[src/rtl/bsort_pkg.sv]
// rtl/bsort_pkg.sv - shared types and defaults for the bubble-sort sequencer
package bsort_pkg;

    localparam int N_DEF  = 8;
    localparam int DW_DEF = 8;
    localparam int IW_DEF = 3;
    localparam int SCW    = 8;

    localparam logic [SCW-1:0] SWAP_CNT_MAX = '1;

    typedef enum logic [1:0] {
        ST_IDLE  = 2'd0,
        ST_LOAD  = 2'd1,
        ST_SORT  = 2'd2,
        ST_DRAIN = 2'd3
    } state_t;

endpackage

[src/rtl/bsort_pair_cnt.sv]
// rtl/bsort_pair_cnt.sv - compare-pair index counter with a bound that shrinks each pass
//
// Ports:
//   clk, reset_n  clock, asynchronous active-low reset
//   clr           load j=0, bound=N-2 (first pass of a job)
//   en            advance one compare
//   j             current pair low index
//   pass_end      j has reached the bound: this compare closes the pass
//   last_pass     bound is 0: only pair (0,1) is left
module bsort_pair_cnt #(
    parameter int N  = 8,
    parameter int IW = 3
) (
    input  logic          clk,
    input  logic          reset_n,
    input  logic          clr,
    input  logic          en,
    output logic [IW-1:0] j,
    output logic          pass_end,
    output logic          last_pass
);

    logic [IW-1:0] bound;

    assign pass_end  = (j == bound);
    assign last_pass = (bound == '0);

    // After the final pass the bound may wrap; the controller leaves SORT
    // on that compare, and clr re-seeds before the next job.
    always_ff @(posedge clk or negedge reset_n) begin
        if (!reset_n) begin
            j     <= '0;
            bound <= '0;
        end else if (clr) begin
            j     <= '0;
            bound <= IW'(N - 2);
        end else if (en) begin
            if (pass_end) begin
                j     <= '0;
                bound <= bound - IW'(1);
            end else begin
                j <= j + IW'(1);
            end
        end
    end

endmodule

[src/rtl/bsort_seq_ctrl.sv]
// rtl/bsort_seq_ctrl.sv - load / bubble-sort / drain sequencer for the 8-entry sort datapath
//
// Ports:
//   clk, reset_n                 clock, asynchronous active-low reset
//   start                        begin a job (IDLE only, and not on the done cycle)
//   in_valid/in_data/in_ready    operand load stream
//   out_valid/out_data/out_ready sorted operand stream (out_data = rf_rdata)
//   rf_we/rf_waddr/rf_wdata      register-file load write port
//   cmp_en/a_idx/b_idx           compare-swap pair select and write-back enable
//   swap                         compare result rf[a_idx] > rf[b_idx]
//   rf_rdata                     register-file async read at a_idx
//   busy, done                   job in progress, one-cycle end-of-job pulse
//   pass_cnt, swap_cnt           job statistics, held in IDLE until next start
module bsort_seq_ctrl
    import bsort_pkg::*;
#(
    parameter int N  = N_DEF,
    parameter int DW = DW_DEF,
    parameter int IW = IW_DEF
) (
    input  logic           clk,
    input  logic           reset_n,
    input  logic           start,
    input  logic           in_valid,
    input  logic [DW-1:0]  in_data,
    output logic           in_ready,
    output logic           out_valid,
    output logic [DW-1:0]  out_data,
    input  logic           out_ready,
    output logic           rf_we,
    output logic [IW-1:0]  rf_waddr,
    output logic [DW-1:0]  rf_wdata,
    output logic           cmp_en,
    output logic [IW-1:0]  a_idx,
    output logic [IW-1:0]  b_idx,
    input  logic           swap,
    input  logic [DW-1:0]  rf_rdata,
    output logic           busy,
    output logic           done,
    output logic [IW-1:0]  pass_cnt,
    output logic [SCW-1:0] swap_cnt
);

    state_t         state, state_nxt;
    logic [IW-1:0]  ld_idx;
    logic [IW-1:0]  k;
    logic [IW-1:0]  j;
    logic           dirty;
    logic           done_q;
    logic [IW-1:0]  pass_cnt_q;
    logic [SCW-1:0] swap_cnt_q;
    logic           pass_end;
    logic           last_pass;

    logic start_go, load_last, sort_exit, out_accept, drain_last;

    // A start arriving together with done is dropped: the job that just
    // finished owns that cycle.
    assign start_go   = (state == ST_IDLE) && start && !done_q;
    assign load_last  = (state == ST_LOAD) && in_valid && (ld_idx == IW'(N - 1));
    // swap is folded in so a swap on the closing compare keeps the pass dirty.
    assign sort_exit  = (state == ST_SORT) && pass_end && (!(dirty || swap) || last_pass);
    assign out_accept = (state == ST_DRAIN) && out_ready;
    assign drain_last = out_accept && (k == IW'(N - 1));

    bsort_pair_cnt #(.N(N), .IW(IW)) u_pair_cnt (
        .clk       (clk),
        .reset_n   (reset_n),
        .clr       (state == ST_LOAD),
        .en        (state == ST_SORT),
        .j         (j),
        .pass_end  (pass_end),
        .last_pass (last_pass)
    );

    always_ff @(posedge clk or negedge reset_n) begin
        if (!reset_n) begin
            state <= ST_IDLE;
        end else begin
            state <= state_nxt;
        end
    end

    always_comb begin
        state_nxt = state;
        case (state)
            ST_IDLE:  if (start_go)   state_nxt = ST_LOAD;
            ST_LOAD:  if (load_last)  state_nxt = ST_SORT;
            ST_SORT:  if (sort_exit)  state_nxt = ST_DRAIN;
            ST_DRAIN: if (drain_last) state_nxt = ST_IDLE;
            default:                  state_nxt = ST_IDLE;
        endcase
    end

    always_comb begin
        in_ready  = 1'b0;
        rf_we     = 1'b0;
        rf_waddr  = '0;
        rf_wdata  = '0;
        cmp_en    = 1'b0;
        a_idx     = '0;
        b_idx     = '0;
        out_valid = 1'b0;
        out_data  = '0;
        busy      = 1'b0;
        case (state)
            ST_LOAD: begin
                in_ready = 1'b1;
                rf_we    = in_valid;
                rf_waddr = ld_idx;
                rf_wdata = in_data;
                busy     = 1'b1;
            end
            ST_SORT: begin
                cmp_en = 1'b1;
                a_idx  = j;
                b_idx  = j + IW'(1);
                busy   = 1'b1;
            end
            ST_DRAIN: begin
                a_idx     = k;
                out_valid = 1'b1;
                out_data  = rf_rdata;
                busy      = 1'b1;
            end
            default: ;
        endcase
    end

    always_ff @(posedge clk or negedge reset_n) begin
        if (!reset_n) begin
            ld_idx     <= '0;
            k          <= '0;
            dirty      <= 1'b0;
            done_q     <= 1'b0;
            pass_cnt_q <= '0;
            swap_cnt_q <= '0;
        end else begin
            done_q <= drain_last;

            if (start_go) begin
                ld_idx     <= '0;
                pass_cnt_q <= '0;
                swap_cnt_q <= '0;
            end

            if (state == ST_LOAD) begin
                dirty <= 1'b0;
                k     <= '0;
                if (in_valid) begin
                    ld_idx <= ld_idx + IW'(1);
                end
            end

            if (state == ST_SORT) begin
                if (swap && (swap_cnt_q != SWAP_CNT_MAX)) begin
                    swap_cnt_q <= swap_cnt_q + SCW'(1);
                end
                if (pass_end) begin
                    pass_cnt_q <= pass_cnt_q + IW'(1);
                    dirty      <= 1'b0;
                end else if (swap) begin
                    dirty <= 1'b1;
                end
            end

            if (out_accept) begin
                k <= k + IW'(1);
            end
        end
    end

    assign done     = done_q;
    assign pass_cnt = pass_cnt_q;
    assign swap_cnt = swap_cnt_q;

endmodule

[config.mk]
export PLATFORM = sky130hd
export DESIGN_NAME = bsort_seq_ctrl
export DESIGN_NICKNAME = d
export VERILOG_FILES = /design/src/rtl/bsort_pkg.sv /design/src/rtl/bsort_pair_cnt.sv /design/src/rtl/bsort_seq_ctrl.sv
export SDC_FILE = /design/constraint.sdc
export NUM_CORES = 1
export LEC_CHECK = 0
export ABC_AREA = 1
export CORE_MARGIN = 3
export CORE_UTILIZATION = 44
export DETAILED_ROUTE_END_ITERATION = 7
export PLACE_DENSITY = 0.81
export SETUP_SLACK_MARGIN = 0.1
export SYNTH_ARGS = -nofsm -noshare
export SYNTH_HDL_FRONTEND = slang
export SYNTH_SLANG_ARGS = --single-unit
[constraint.sdc]
create_clock -name clk -period 1.6 [get_ports clk]
set_input_delay 0.24 -clock clk [delete_from_list [all_inputs] [get_ports clk]]
set_output_delay 0.24 -clock clk [all_outputs]
set_load 0.05 [all_outputs]
# --- Yosys cells after proc, flatten, opt, wreduce, memory -nomap -nowiden ---
# Index checks and enable logic that the tools add are counted.
word_totals:
  register_bits: 27
  in_bits: 22
  output_inout_bits: 42
  wordCells: 83
op_classes:
  addsub: 6
  n_eq_ne: 11
  n_mux: 36
  reduce_logical: 21
ops:
  columns: ["op", "n"]
  rows:
  - ["$mux W3", 16]
  - ["$mux W8", 5]
  - ["$add A3 B1 Y3 const B", 4]
  - ["$logic_and A1 B1 Y1", 9]
  - ["$mux W1", 9]
  - ["$add A8 B1 Y8 const B", 1]
  - ["$mux W2", 4]
  - ["$ne A2 B2 Y1 const B", 4]
  - ["$ne A8 B8 Y1 const B", 1]
  - ["$pmux W2 S4", 1]
  - ["$eq A3 B3 Y1 const B", 2]
  - ["$pmux W3 S2", 1]
  - ["$reduce_bool A2 Y1", 3]
  - ["$eq A2 B2 Y1 const B", 2]
  - ["$reduce_and A4 Y1", 1]
  - ["$eq A3 B3 Y1", 1]
  - ["$logic_not A3 Y1", 1]
  - ["$reduce_or A3 Y1", 1]
  - ["$sub A3 B1 Y3 const B", 1]
  - ["$eq A2 B1 Y1 const B", 1]
  - ["$logic_not A1 Y1", 2]
  - ["$logic_not A2 Y1", 1]
  - ["$logic_or A1 B1 Y1", 2]
  - ["$reduce_and A2 Y1", 1]

# --- Longest topological paths before layout ---
depth:
  depth_word: 6
  depth_mapped: 10
  mapped_depth_nobuf: 10

# --- Hierarchy ---
# From an unflattened synthesis, not the netlist that was laid out.
unflattened:
  cells_unflattened: 250
  hier_area_um2: 1841.8
modules_own_cells:
  columns: ["mod", "n_inst", "cells_each", "area_per_inst_um2", "seq_area_each_um2"]
  rows:
  - ["bsort_seq_ctrl", 1, 199, 1438.9, 525.5]
  - ["bsort_pair_cnt", 1, 51, 402.9, 150.1]

# --- Worst setup path after synthesis ---
# No wires, ideal clock.
synth_path:
  path_type: "register to output"
  start: "register state[0]"
  end: "output port a_idx[0]"
  arrival_ps: 2379
  required_time_ps: 1360
  setup_slack_ps: -1019
  stages_incl_launch_ff: 5
  path_buffers: 0
  path_cell_list: "dfrtp_1 inv_1 ha_1 inv_1 o21ai_0"
synth_between:
  elab_chain_cells: 2
  elab_cells_between_ends: 3
  classes_between: "eq/ne (2); mux (1)"
synth_rtl:
  columns: ["element", "line_no", "source"]
  rows:
  - ["from (decl)", "bsort_seq_ctrl.sv:44", "state_t state, state_nxt;"]
  - ["from (signal assigned)", "bsort_seq_ctrl.sv:80", "state <= state_nxt;"]
  - ["$eq A2 B2 Y1", "bsort_seq_ctrl.sv:106", "case (state)"]
  - ["$pmux W3 S2 (*)", "bsort_seq_ctrl.sv:106", null]
  - ["to (decl)", "bsort_seq_ctrl.sv:34", "output logic [IW-1:0] a_idx,"]
# Mark *: on every way between the ends. The rest lies on a longest branch, timed or not.

# --- Final worst setup path ---
layout_path:
  start: "register state[0]"
  end: "output port a_idx[2]"
# Same word-level chain as after synthesis.

==> results by group <==
Finish
  • Antenna diodes: 0
  • Layout cells sized above 1: 46.9%
  • Utilization after layout: 87.7%
  • FF+latch area: 682 µm²
  • Multi-input logic area: 1080 µm²
  • Final nets: 360
  • Area Overhead vs Synth: 88.1%
  • Fill cell count: 166

Timing
  • Hold Fails Final Rpt: 0
  • Setup TNS: -5.03 ns
  • Final Max Slew Viols: 0
  • Final worst setup slack: -0.247 ns
  • Max Fclk: 542 MHz
  • Rel. slew slack: 76.0%
  • Worst-margin pin slew: 0.360 ns
  • Final period util: 115%
  • Final setup viols: 38
  • Tmin final: 1.85 ns
  • Clock Skew: 0.00161 ns
  • RSZ-0062 raised after global routing: yes

Clock tree
  • Num CTS Buffers: 3
  • CTS Root Cell: clkbuf_8
  • Reg clk slew, reported paths: 0.10 ns
  • H-tree level count: 1
  • CTS tree: yes
  • Clk buf depth: 2
  • Worst skew pair latency: 0.28 ns
  • Clk sinks: 27

Status
  • Status: finished, violations left
  • Failing checks: setup timing

Logic synthesis
  • Synthesized area per cell: 7.34 µm²
  • Synthesized net count: 271
  • Sequential-to-total area share from yosys stat: 39.0%
  • Area fraction of the dominant cell type after synthesis: 39.0%
  • Post-synth EDFFs: 0
  • #FFs+latches synth: 27
  • Ys Warns: 0
  • Synth area leaders: dfrtp_1, nand2_1, inv_1
  • Gate Count Post-Synth: 236
  • Area leader, netlist: dfrtp_1
  • Most frequent cell after synthesis: nand2_1
  • Cell Area, Synth: 1730 µm²
  • Library cells used by synthesis: 24
  • Predominant post-synthesis flop cell: dfrtp_1
  • Synth top cells by count: nand2_1, inv_1, dfrtp_1
  • Ys async rst share: 100%

Setup path
  • Critical Path AT: 1.61 ns
  • Setup CP Type: flop to output pin
  • Worst Reg-to-Reg Cells: 8
  • CP Launch Type: flop
  • Critical-path maximum fanout: 6
  • Worst path required time: 1.36 ns
  • Worst setup EP type: output pin

Place
  • Gpl congestion: 0.846
  • HPWL Detailed: 3950 µm
  • Dpl ws: -0.0320 ns
  • PortBufs: 63

Flow run
  • Max cap viols: 0

Power and ir drop
  • Power per cell area: 1870 nW/µm²
  • Pwr Total: 6.10 mW
  • Leak Pwr: 1.43 nW
  • Peak supply drop: 0.00154 V

Global route
  • Busiest grt layer: met2
  • Routing usage on met1: 30.2%
  • Initial antenna violation count: 0
  • Global-route wire length before repair: 9170 µm
  • Vias in the first global route: 2005
  • Largest net degree at the start of global routing: 28
  • Global route overflow: 0
  • Gr usage total: 26.7%
  • Met2 layer usage reported by global route: 48.0%
  • M3 GR Usage: 4.38%

Floorplan
  • CORE AREA: 3720 µm²
  • Die Wd: 68.7 µm
  • Rows: 22
  • Starting density of the core: 46.6%
  • Number of top-level pins: 64
  • Die Ht: 68.7 µm
  • Die ar.: 4720 µm²

Drt
  • DR vias: 2055
  • Initial DRC Count: 121
  • Via density: 5.52
  • Wire length per cell: 17.7 µm
  • Drt pass-1 iters: 4
  • DRC Markers: 0
  • Routed WL: 6580 µm
  • DRT antenna net count: 0

Worst hold path
  • Worst Hold Class: input pin to asynchronous set/reset pin
==> power by group <==
| group | switching (mW) | total, mW | internal, mW |
|---|---|---|---|
| Clock | 0.226 | 0.401 | 0.175 |
| Combinational | 2.67 | 4.61 | 1.94 |
| Sequential | 0.198 | 1.09 | 0.888 |
==> worst paths after layout <==
check                            startpoint           to  slack (ns)
worst min register to register  swap_cnt[0]  swap_cnt[0]        0.53
worst max-delay path               state[0]     a_idx[2]       -0.25
worst max register to register     state[1]     state[1]       -0.15
min in group clk                swap_cnt[0]  swap_cnt[0]        0.53
max in group asynchronous           reset_n  swap_cnt[1]        0.96
worst min-delay path                reset_n    ld_idx[0]        0.34
==> what timing repair did <==
item,CTS,global route
cloned,1,0
endpoints found under the setup margin,35,48
resized for setup,38,13
buffers inserted,12,5
hold buffers,0,0
pin swaps,13,8
==> stage by stage <==
stage | hold WS (ns) | area [µm²] | std cells
finish | 0.343 | 3260 | 372
floorplan | -0.0556 | 1910 | 236
CTS | 0.362 | 3200 | 369
global placement | 0.495 | 2920 | 352
global route | 0.362 | 3260 | 372
detailed placement | 0.513 | 2920 | 352
==> logic make-up after synthesis <==
logic type / Yosys count / share of synthesized area (%)
simple gates: 112 / 29.2
buf+inv: 51 / 11.1
compound gates: 29 / 9.25
flops: 27 / 39.0
fa+ha+maj: 13 / 9.39
xor+xnor: 3 / 1.52
mux: 1 / 0.578
==> cells in the final DEF (no fill, tap or decap), types with 3 or more instances in the layout <==
| cell | n |
|---|---|
| inv_1 | 19 |
| nand2_1 | 40 |
| ha_1 | 9 |
| nor2_1 | 10 |
| o21ai_0 | 7 |
| o21ai_1 | 11 |
| clkbuf_8 | 3 |
| clkdlybuf4s50_1 | 21 |
| nor2_4 | 4 |
| buf_4 | 29 |
| nand2_4 | 4 |
| dfrtp_1 | 22 |
| xnor2_1 | 3 |
| nand2_2 | 25 |
| clkinvlp_4 | 22 |
| dfrtp_2 | 5 |
| nand4_1 | 5 |
| nand3_1 | 17 |
| buf_12 | 33 |
| ha_4 | 3 |
| inv_2 | 6 |
==> sequential cells by signal, summed over array words and instances, names as in the netlist <==
register,cells
swap_cnt,8
k,3
ld_idx,3
pass_cnt,3
u_pair_cnt.bound,3
u_pair_cnt.j,3
state,2
dirty,1
done,1
==> area by class of cell <==
| type | count | area share [%] |
|---|---|---|
| clock buffers | 3 | 1.27 |
| flip-flops and latches | 27 | 20.9 |
| well taps | 48 | 1.84 |
| multi-input cells | 159 | 33.2 |
| clock inverters | 1 | 0.154 |
| inverters | 49 | 8.49 |
| repair buffers | 85 | 34.1 |
==> worst max-delay path, stage by stage (launching register included) <==
cell and delay, ns:
dfrtp_1 0.43, inv_2 0.09, ha_4 0.15, clkinvlp_4 0.24, o22ai_4 0.26, buf_12 0.16
==> metal layers <==
metal / vias up / wire length, µm
met4: 0 / 357
met2: 133 / 3380
met3: 31 / 550
met5: - / 0
li1: 921 / -
met1: 970 / 2290
Note: power is estimated with default switching activity, not from simulation.
